<file path="src/rtl/m_phy_pkg.sv">
// Shared types and line-code constants for the lane transmit path.
package m_phy_pkg;

  typedef logic [9:0] sym_t;

  localparam sym_t PREP_SYM   = 10'h17C;
  localparam sym_t SYNC_SYM   = 10'h283;
  localparam sym_t MK0_SYM    = 10'h0F9;
  localparam sym_t FILLER_SYM = 10'h2A5;
  localparam sym_t TAIL_SYM   = 10'h1E3;

  // Last bit position within a 10-bit symbol.
  localparam logic [3:0] BIT_LAST = 4'd9;

  typedef enum logic [2:0] {
    IDLE,
    PREPARE,
    SYNC,
    MARKER,
    DATA,
    DRAIN
  } tx_sched_state_e;

endpackage

</file>
<file path="src/rtl/m_phy_sym_fifo.sv">
// Synchronous symbol FIFO with first-word-fall-through head and registered level.
module m_phy_sym_fifo
  import m_phy_pkg::*;
#(
  parameter int DEPTH = 8,
  localparam int LW = $clog2(DEPTH + 1),
  localparam int PW = $clog2(DEPTH)
) (
  input  logic          clk,
  input  logic          reset,
  input  logic          push,
  input  sym_t          push_data,
  input  logic          pop,
  output sym_t          head,
  output logic          full,
  output logic          empty,
  output logic [LW-1:0] level
);

  sym_t          mem [DEPTH];
  logic [PW-1:0] wr_ptr;
  logic [PW-1:0] rd_ptr;
  logic          push_ok;
  logic          pop_ok;

  assign full    = (level == LW'(DEPTH));
  assign empty   = (level == '0);
  assign push_ok = push && !full;
  assign pop_ok  = pop && !empty;
  assign head    = mem[rd_ptr];

  // Storage write; contents need no reset since the pointers define validity.
  always_ff @(posedge clk) begin
    if (push_ok) mem[wr_ptr] <= push_data;
  end

  // Pointer and occupancy tracking; power-of-two depth lets pointers wrap naturally.
  always_ff @(posedge clk) begin
    if (reset) begin
      wr_ptr <= '0;
      rd_ptr <= '0;
      level  <= '0;
    end else begin
      if (push_ok) wr_ptr <= wr_ptr + PW'(1);
      if (pop_ok)  rd_ptr <= rd_ptr + PW'(1);
      case ({push_ok, pop_ok})
        2'b10:   level <= level + LW'(1);
        2'b01:   level <= level - LW'(1);
        default: level <= level;
      endcase
    end
  end

endmodule

</file>
<file path="src/rtl/m_phy_lane_tx_sym_sched.sv">
// Lane transmit symbol scheduler: buffers encoded symbols and frames bursts
// (PREPARE, SYNC, MK0, data/FILLER, TAIL) into one shifter load per 10 bit strobes.
module m_phy_lane_tx_sym_sched
  import m_phy_pkg::*;
#(
  parameter int FIFO_DEPTH = 8,
  parameter int PREP_LEN   = 4,
  parameter int SYNC_LEN   = 2,
  localparam int LW = $clog2(FIFO_DEPTH + 1)
) (
  input  logic          clk,
  input  logic          reset,
  input  logic          enable,
  input  logic          burst_req,
  input  logic          s_valid,
  input  logic [9:0]    s_data,
  output logic          s_ready,
  output logic          load,
  output logic [9:0]    parallel_out,
  output logic          burst_active,
  output logic [LW-1:0] fifo_level
);

  localparam int MAXLEN = (PREP_LEN > SYNC_LEN) ? PREP_LEN : SYNC_LEN;
  localparam int SCW    = (MAXLEN > 1) ? $clog2(MAXLEN) : 1;

  tx_sched_state_e state, state_nxt;
  logic [3:0]      bit_cnt, bit_cnt_nxt;
  logic [SCW-1:0]  sym_cnt, sym_cnt_nxt;
  logic            boundary;
  logic            push;
  logic            pop;
  logic            full;
  logic            empty;
  sym_t            head;

  assign s_ready      = !full;
  assign push         = s_valid && s_ready;
  assign burst_active = (state != IDLE);
  assign boundary     = enable && (bit_cnt == '0) && (state != IDLE);

  m_phy_sym_fifo #(
    .DEPTH(FIFO_DEPTH)
  ) u_fifo (
    .clk      (clk),
    .reset    (reset),
    .push     (push),
    .push_data(s_data),
    .pop      (pop),
    .head     (head),
    .full     (full),
    .empty    (empty),
    .level    (fifo_level)
  );

  // State, bit position and framing-symbol counters.
  always_ff @(posedge clk) begin
    if (reset) begin
      state   <= IDLE;
      bit_cnt <= '0;
      sym_cnt <= '0;
    end else begin
      state   <= state_nxt;
      bit_cnt <= bit_cnt_nxt;
      sym_cnt <= sym_cnt_nxt;
    end
  end

  // Next-state, symbol selection and load generation at symbol boundaries.
  always_comb begin
    state_nxt    = state;
    sym_cnt_nxt  = sym_cnt;
    load         = 1'b0;
    parallel_out = '0;
    pop          = 1'b0;
    case (state)
      IDLE: begin
        if (burst_req) begin
          state_nxt   = PREPARE;
          sym_cnt_nxt = '0;
        end
      end
      PREPARE: begin
        if (boundary) begin
          load         = 1'b1;
          parallel_out = PREP_SYM;
          if (sym_cnt == SCW'(PREP_LEN - 1)) begin
            state_nxt   = SYNC;
            sym_cnt_nxt = '0;
          end else begin
            sym_cnt_nxt = sym_cnt + SCW'(1);
          end
        end
      end
      SYNC: begin
        if (boundary) begin
          load         = 1'b1;
          parallel_out = SYNC_SYM;
          if (sym_cnt == SCW'(SYNC_LEN - 1)) begin
            state_nxt   = MARKER;
            sym_cnt_nxt = '0;
          end else begin
            sym_cnt_nxt = sym_cnt + SCW'(1);
          end
        end
      end
      MARKER: begin
        if (boundary) begin
          load         = 1'b1;
          parallel_out = MK0_SYM;
          state_nxt    = DATA;
        end
      end
      DATA: begin
        if (boundary) begin
          load = 1'b1;
          if (!empty) begin
            parallel_out = head;
            pop          = 1'b1;
          end else if (burst_req) begin
            parallel_out = FILLER_SYM;
          end else begin
            parallel_out = TAIL_SYM;
            state_nxt    = DRAIN;
          end
        end
      end
      DRAIN: begin
        if (boundary) state_nxt = IDLE;
      end
      default: state_nxt = IDLE;
    endcase
  end

  // Bit position: pinned to 0 in IDLE and on the way into or out of it so that
  // the first PREPARE load lands on the first enabled cycle of a burst.
  always_comb begin
    bit_cnt_nxt = bit_cnt;
    if (state == IDLE || state_nxt == IDLE) begin
      bit_cnt_nxt = '0;
    end else if (enable) begin
      bit_cnt_nxt = (bit_cnt == BIT_LAST) ? '0 : bit_cnt + 4'd1;
    end
  end

endmodule
</file>
<file path="config.mk">
export PLATFORM = sky130hd
export DESIGN_NAME = m_phy_lane_tx_sym_sched
export DESIGN_NICKNAME = d
export VERILOG_FILES = /design/src/rtl/m_phy_pkg.sv /design/src/rtl/m_phy_sym_fifo.sv /design/src/rtl/m_phy_lane_tx_sym_sched.sv
export SDC_FILE = /design/constraint.sdc
export NUM_CORES = 1
export LEC_CHECK = 0
export CAP_MARGIN = 20
export CORE_ASPECT_RATIO = 1.5
export CORE_MARGIN = 2
export CORE_UTILIZATION = 34
export CTS_BUF_LIST = sky130_fd_sc_hd__clkbuf_16
export DETAILED_ROUTE_END_ITERATION = 10
export GPL_TIMING_DRIVEN = 0
export PLACE_DENSITY = 0.53
export RECOVER_POWER = 50
export SETUP_SLACK_MARGIN = 0.1
export SLEW_MARGIN = 30
export SYNTH_ARGS = -nofsm -noshare
export SYNTH_HDL_FRONTEND = slang
export SYNTH_SLANG_ARGS = --single-unit
</file>
<file path="constraint.sdc">
create_clock -name clk -period 3 [get_ports clk]
set_input_delay 0.45 -clock clk [delete_from_list [all_inputs] [get_ports clk]]
set_output_delay 0.45 -clock clk [all_outputs]
set_load 0.1 [all_outputs]
</file>
* Yosys cells after proc, flatten, opt, wreduce, memory -nomap -nowiden
Memories as Yosys holds them, arrays and structs flattened. A register that Yosys moved wholly into a read port is not among the register bits. Cells that the tools add are included. Widths: inputs -> output; s select.
Storage, ports and cells: output and inout bits 17, word-level logic and storage cells 80, input bits 15, memories 1, flip-flop bits (word level) 19, memory bits (writable) 80
Cells by class: equality and inequality tests 14, mux-type cells 35, add/subtract/negate cells 6, reductions and logical operators 18
Memory list:
- u_fifo.mem | depth 8, width 10, read ports 1, clocked after Yosys merged registers in 1, wr ports 1, RTL line m_phy_sym_fifo.sv:20 | sym_t mem [DEPTH];
Operators with widths (number):
- $mux 10 | 4
- $pmux 10 s4 | 1
- $mux 3 | 12
- $pmux 3 s6 | 1
- $mux 2 | 5
- $mux 9 | 1
- $add 4x1->4 const B | 2
- $eq 4x4->1 const B | 2
- $logic_not 4->1 | 2
- $mux 8 | 1
- $pmux 4 s2 | 1
- $mux 1 | 7
- $add 3x1->3 const B | 2
- $eq 3x2->1 const B | 2
- $eq 3x3->1 const B | 2
- $logic_not 3->1 | 2
- $ne 2x2->1 const B | 3
- $pmux 2 s3 | 1
- $reduce_bool 3->1 | 2
- $logic_and 1x1->1 | 5
- $eq 2x1->1 const B | 2
- $eq 2x2->1 const B | 2
- $mux 4 | 1
- $reduce_and 4->1 | 1
- 8 further kinds | 9

* Depth between registers and ports, before layout
word-level depth 8, depth in mapped cells 11, gate-level depth less buffers 11

* Cells and area by module
From an unflattened synthesis, not the netlist that was laid out.
Second synthesis, totals: cells, all modules 304, area, all modules 4541.9 sq um
Modules (own cells, without submodules):
- m_phy_sym_fifo | times used 1, area each 3666.0 sq um, cells each 190
- m_phy_lane_tx_sym_sched | times used 1, area each 875.8 sq um, cells each 114

* Least setup slack after synthesis
No wires, ideal clock.
kind register to output, start register u_fifo.level[1], end output port parallel_out[2], path buffers 2, slack -2.159 ns, stages on the path, launching flop included 7, arrival time 4.709 ns, cells stage by stage dfxtp_1 -> clkbuf_1 -> nor4_1 -> buf_2 -> a311oi_1 -> a221oi_1 -> nor4_1
Between the ends: longest elaborated chain between the ends 4
Ends and longest elaborated chain:
- start: declaration | RTL line m_phy_sym_fifo.sv:17 | output logic [LW-1:0] level
- start signal: assignment | RTL line m_phy_sym_fifo.sv:47 | 2'b10: level <= level + LW'(1);
- start signal: assignment | RTL line m_phy_sym_fifo.sv:48 | 2'b01: level <= level - LW'(1);
- start signal: assignment | RTL line m_phy_sym_fifo.sv:49 | default: level <= level;
- $logic_not 4->1 | RTL line m_phy_sym_fifo.sv:27 | assign empty = (level == '0);
- $mux 10 | RTL line m_phy_lane_tx_sym_sched.sv:117 | if (!empty) begin
- $mux 10 | RTL line m_phy_lane_tx_sym_sched.sv:115 | if (boundary) begin
- $pmux 10 s4 | RTL line m_phy_lane_tx_sym_sched.sv:76 | case (state)
- end: declaration | RTL line m_phy_lane_tx_sym_sched.sv:19 | output logic [9:0] parallel_out,
No other way between the ends.

==> out/metrics.yaml <==
grt_setup_unrepaired: "yes"
critical_path_class: "reg -> out"
power.density_cell_area_mw_per_mm2: 567
vertical_extent_of_the_die_um: 144
cts.hold.buffers_added: 0
numPortBuffers: 30
hold_class: "reg -> reg"
routabilityCongestion: 0.867
antenna_cells: 0
hpwlAfterDp_mm: 6.57
dr.pass1.iters: 5
route.vias.total: 2634
post_route_drc: 0
cp.arrival_ps: 2310
total_routed_wirelength_mm: 9.28
outcome: "complete, no violations"
placedInstanceArea_mm2: 0.00505
antenna_violating_nets_post_route: 0
synth_flop_cell: "sky130_fd_sc_hd__edfxtp_1"
ys.warnings.count: 0
worst_setup_path_end_kind: "output pin"
first_global_vias: 2686
grt_antenna_before_repair: 0
synth.cell_area_mm2: 0.00442
grt.overflow.total: 0
drt_iter0_drc: 138
floorplan.core_area_mm2: 0.0128
final_layout_size_suffix_gt1_share_pct: 25.0
grt_first_pass_wirelength_mm: 14.9
setup_viol: 0
synth.distinct_cells: 47
synthesis.instances: 304
cts_tree: "done"
edff_count_synth: 80
maxCapViolations: 0
clk_latency_ps: 340
detail_route.vias_per_cell: 5.11
timing.fmax_ghz: 0.362
cp_data_required_time_ps: 2550
worst_case_reg_to_reg_path_depth: 11
most_common_cell_after_layout_fill_and_taps_aside: "sky130_fd_sc_hd__edfxtp_1"
max-clock-path-buffers: 2
non_filler_cell_area_final_mm2: 0.00537
most_used_cells_in_the_layout_excluding_fill_and_tap_cells: "sky130_fd_sc_hd__edfxtp_1 (80), sky130_fd_sc_hd__nor2_1 (23), sky130_fd_sc_hd__mux4_2 (18)"
fin_crit_sh_pct: 92.0
slew_viol_final: 0
proportion_of_register_bits_with_asynchronous_set_or_reset_after_synthesis_pct: 0
cts_buffers: 9
die_x_um: 97.1
cp_max_fo: 7
routed_wire_length_per_instance_um: 18.0
hold_violations: 0
r2r-end: "u_fifo.level[2]"
final.setup_skew_ps: 8.43
rows: 51
peakVddDrop_mv: 0.304
total_leakage_power_nw: 1.80
globalRouteTotalUtil_pct: 14.1
synth.ff_latch_count: 102
critical_path.reg2reg.startpoint: "bit_cnt[0]"
nNetsFinal: 374
mean_syn_cell_area_um2: 14.5
floorplan.initialDensity_pct: 34.4
die_area_mm2: 0.0139
min-delay-start: "u_fifo.rd_ptr[1]"
grt_max_degree: 19
clock_transition_at_the_registers_of_the_reported_paths_ps: 70
top_level_ports: 32
post-place-ws_ps: -953
timing.slew.headroom_pct: 34.1
syn2layout_area_growth_pct: 21.5
timing.reg2reg.setup_slack_ps: 320
final_critical_path_setup_slack_ps: 239
synth_fp_nets: 327
tritoncts_num_sinks: 102
period_needed_ps: 2760
start_kind: "flip-flop"
timing_worst_slew_pin_value_ps: 982
power_consumption_mw: 3.04
min_path_cells: 2
post_route_worst_hold_slack_ps: 494
clock_tree.root_cell: "sky130_fd_sc_hd__clkbuf_16"
synth_seq_area_share_pct: 64.3
cts-htree-levels: 3
## what timing repair did
| action | 4_1_cts | 5_1_grt |
|---|---|---|
| pin swaps | 0 | 1 |
| endpoints found under the setup margin | 14 | 4 |
| buffers inserted | 2 | 0 |
| resized for setup | 78 | 10 |
## Yosys cell counts, types with 5 or more instances
| library cell | n | area share [%] |
|---|---|---|
| sky130_fd_sc_hd__buf_2 | 5 | 0.57 |
| sky130_fd_sc_hd__nand2b_1 | 5 | 0.71 |
| sky130_fd_sc_hd__xor2_1 | 7 | 1.4 |
| sky130_fd_sc_hd__nor2_1 | 26 | 2.2 |
| sky130_fd_sc_hd__clkbuf_1 | 5 | 0.42 |
| sky130_fd_sc_hd__nor2b_1 | 7 | 0.99 |
| sky130_fd_sc_hd__nand2_1 | 16 | 1.4 |
| sky130_fd_sc_hd__nand3_1 | 7 | 0.79 |
| sky130_fd_sc_hd__o21ai_0 | 12 | 1.4 |
| sky130_fd_sc_hd__ha_1 | 8 | 2.3 |
| sky130_fd_sc_hd__a31oi_1 | 5 | 0.71 |
| sky130_fd_sc_hd__mux2i_1 | 10 | 2.3 |
| sky130_fd_sc_hd__nor3_1 | 10 | 1.1 |
| sky130_fd_sc_hd__a21oi_1 | 12 | 1.4 |
| sky130_fd_sc_hd__mux4_2 | 18 | 9.2 |
| sky130_fd_sc_hd__dfxtp_1 | 22 | 10 |
| sky130_fd_sc_hd__edfxtp_1 | 80 | 54 |
## worst max path at each step
stage,start,end,slack (ps),cells past startpoint
global placement,enable,parallel_out[8],-950,7
floorplan,enable,parallel_out[3],-210,4
detailed placement,enable,parallel_out[3],-950,6
CTS,flip-flop,parallel_out[2],120,6
finish,flip-flop,parallel_out[2],240,6
global route,bit_cnt[0],u_fifo.level[2],90,11
## stage by stage
stage                     setup TNS, ps  instances  util (%)
final                                 0        515      41.9
after global routing                  0        515      41.9
after CTS                             0        516      41.9
after detailed placement         -10320        498      39.4
after global placement           -18310        493      38.7
after floorplan                    -827        304         -
## kinds of logic after synthesis
logic type / Yosys count / share of synthesized area [%]
DFF: 102 / 64.3
AOI/OAI and AO/OA: 47 / 7.11
muxes: 29 / 11.7
buffers and inverters: 19 / 1.76
and+or+nand+nor: 88 / 10.6
adders and majority gates: 8 / 2.27
xor gates and xnor gates: 11 / 2.18
## state kept, by name, indices dropped and copies added, names as in the netlist, named ones only
name	cells
bit_cnt	4
state	3
sym_cnt	2
u_fifo.level	4
u_fifo.mem	80
u_fifo.rd_ptr	3
u_fifo.wr_ptr	3
## report_power, final
part           internal [mW]  switching [mW]
Combinational         0.0941           0.188
Clock                  0.657           0.524
Sequential              1.56          0.0219
## critical path, cell delays in order, from the launching register on
cell                         delay, ps
sky130_fd_sc_hd__dfxtp_1           440
sky130_fd_sc_hd__clkinvlp_4        250
sky130_fd_sc_hd__a2111oi_0         450
sky130_fd_sc_hd__a311oi_1          120
sky130_fd_sc_hd__a221oi_2          360
sky130_fd_sc_hd__nor4_4             70
sky130_fd_sc_hd__clkbuf_4          280
## per-layer routing
metal	up-vias	wire [um]	GRT usage, %
met1	1334	3770	15.8
met5	-	0	0
met3	9	189	1.99
met2	29	5170	26.8
met4	0	142	5.56
li1	1262	-	-
## layout make-up
class / count / area (um2)
multi-input combinational: 183 / 1590
tap: 159 / 199
buffer: 12 / 65.1
inverter: 6 / 26.3
timing repair buffer: 37 / 337
fill: 1209 / 7460
sequential: 102 / 2850
clock buffer: 9 / 225
clock inverter: 7 / 80.1
No activity file was read; power rests on OpenSTA's default activity.
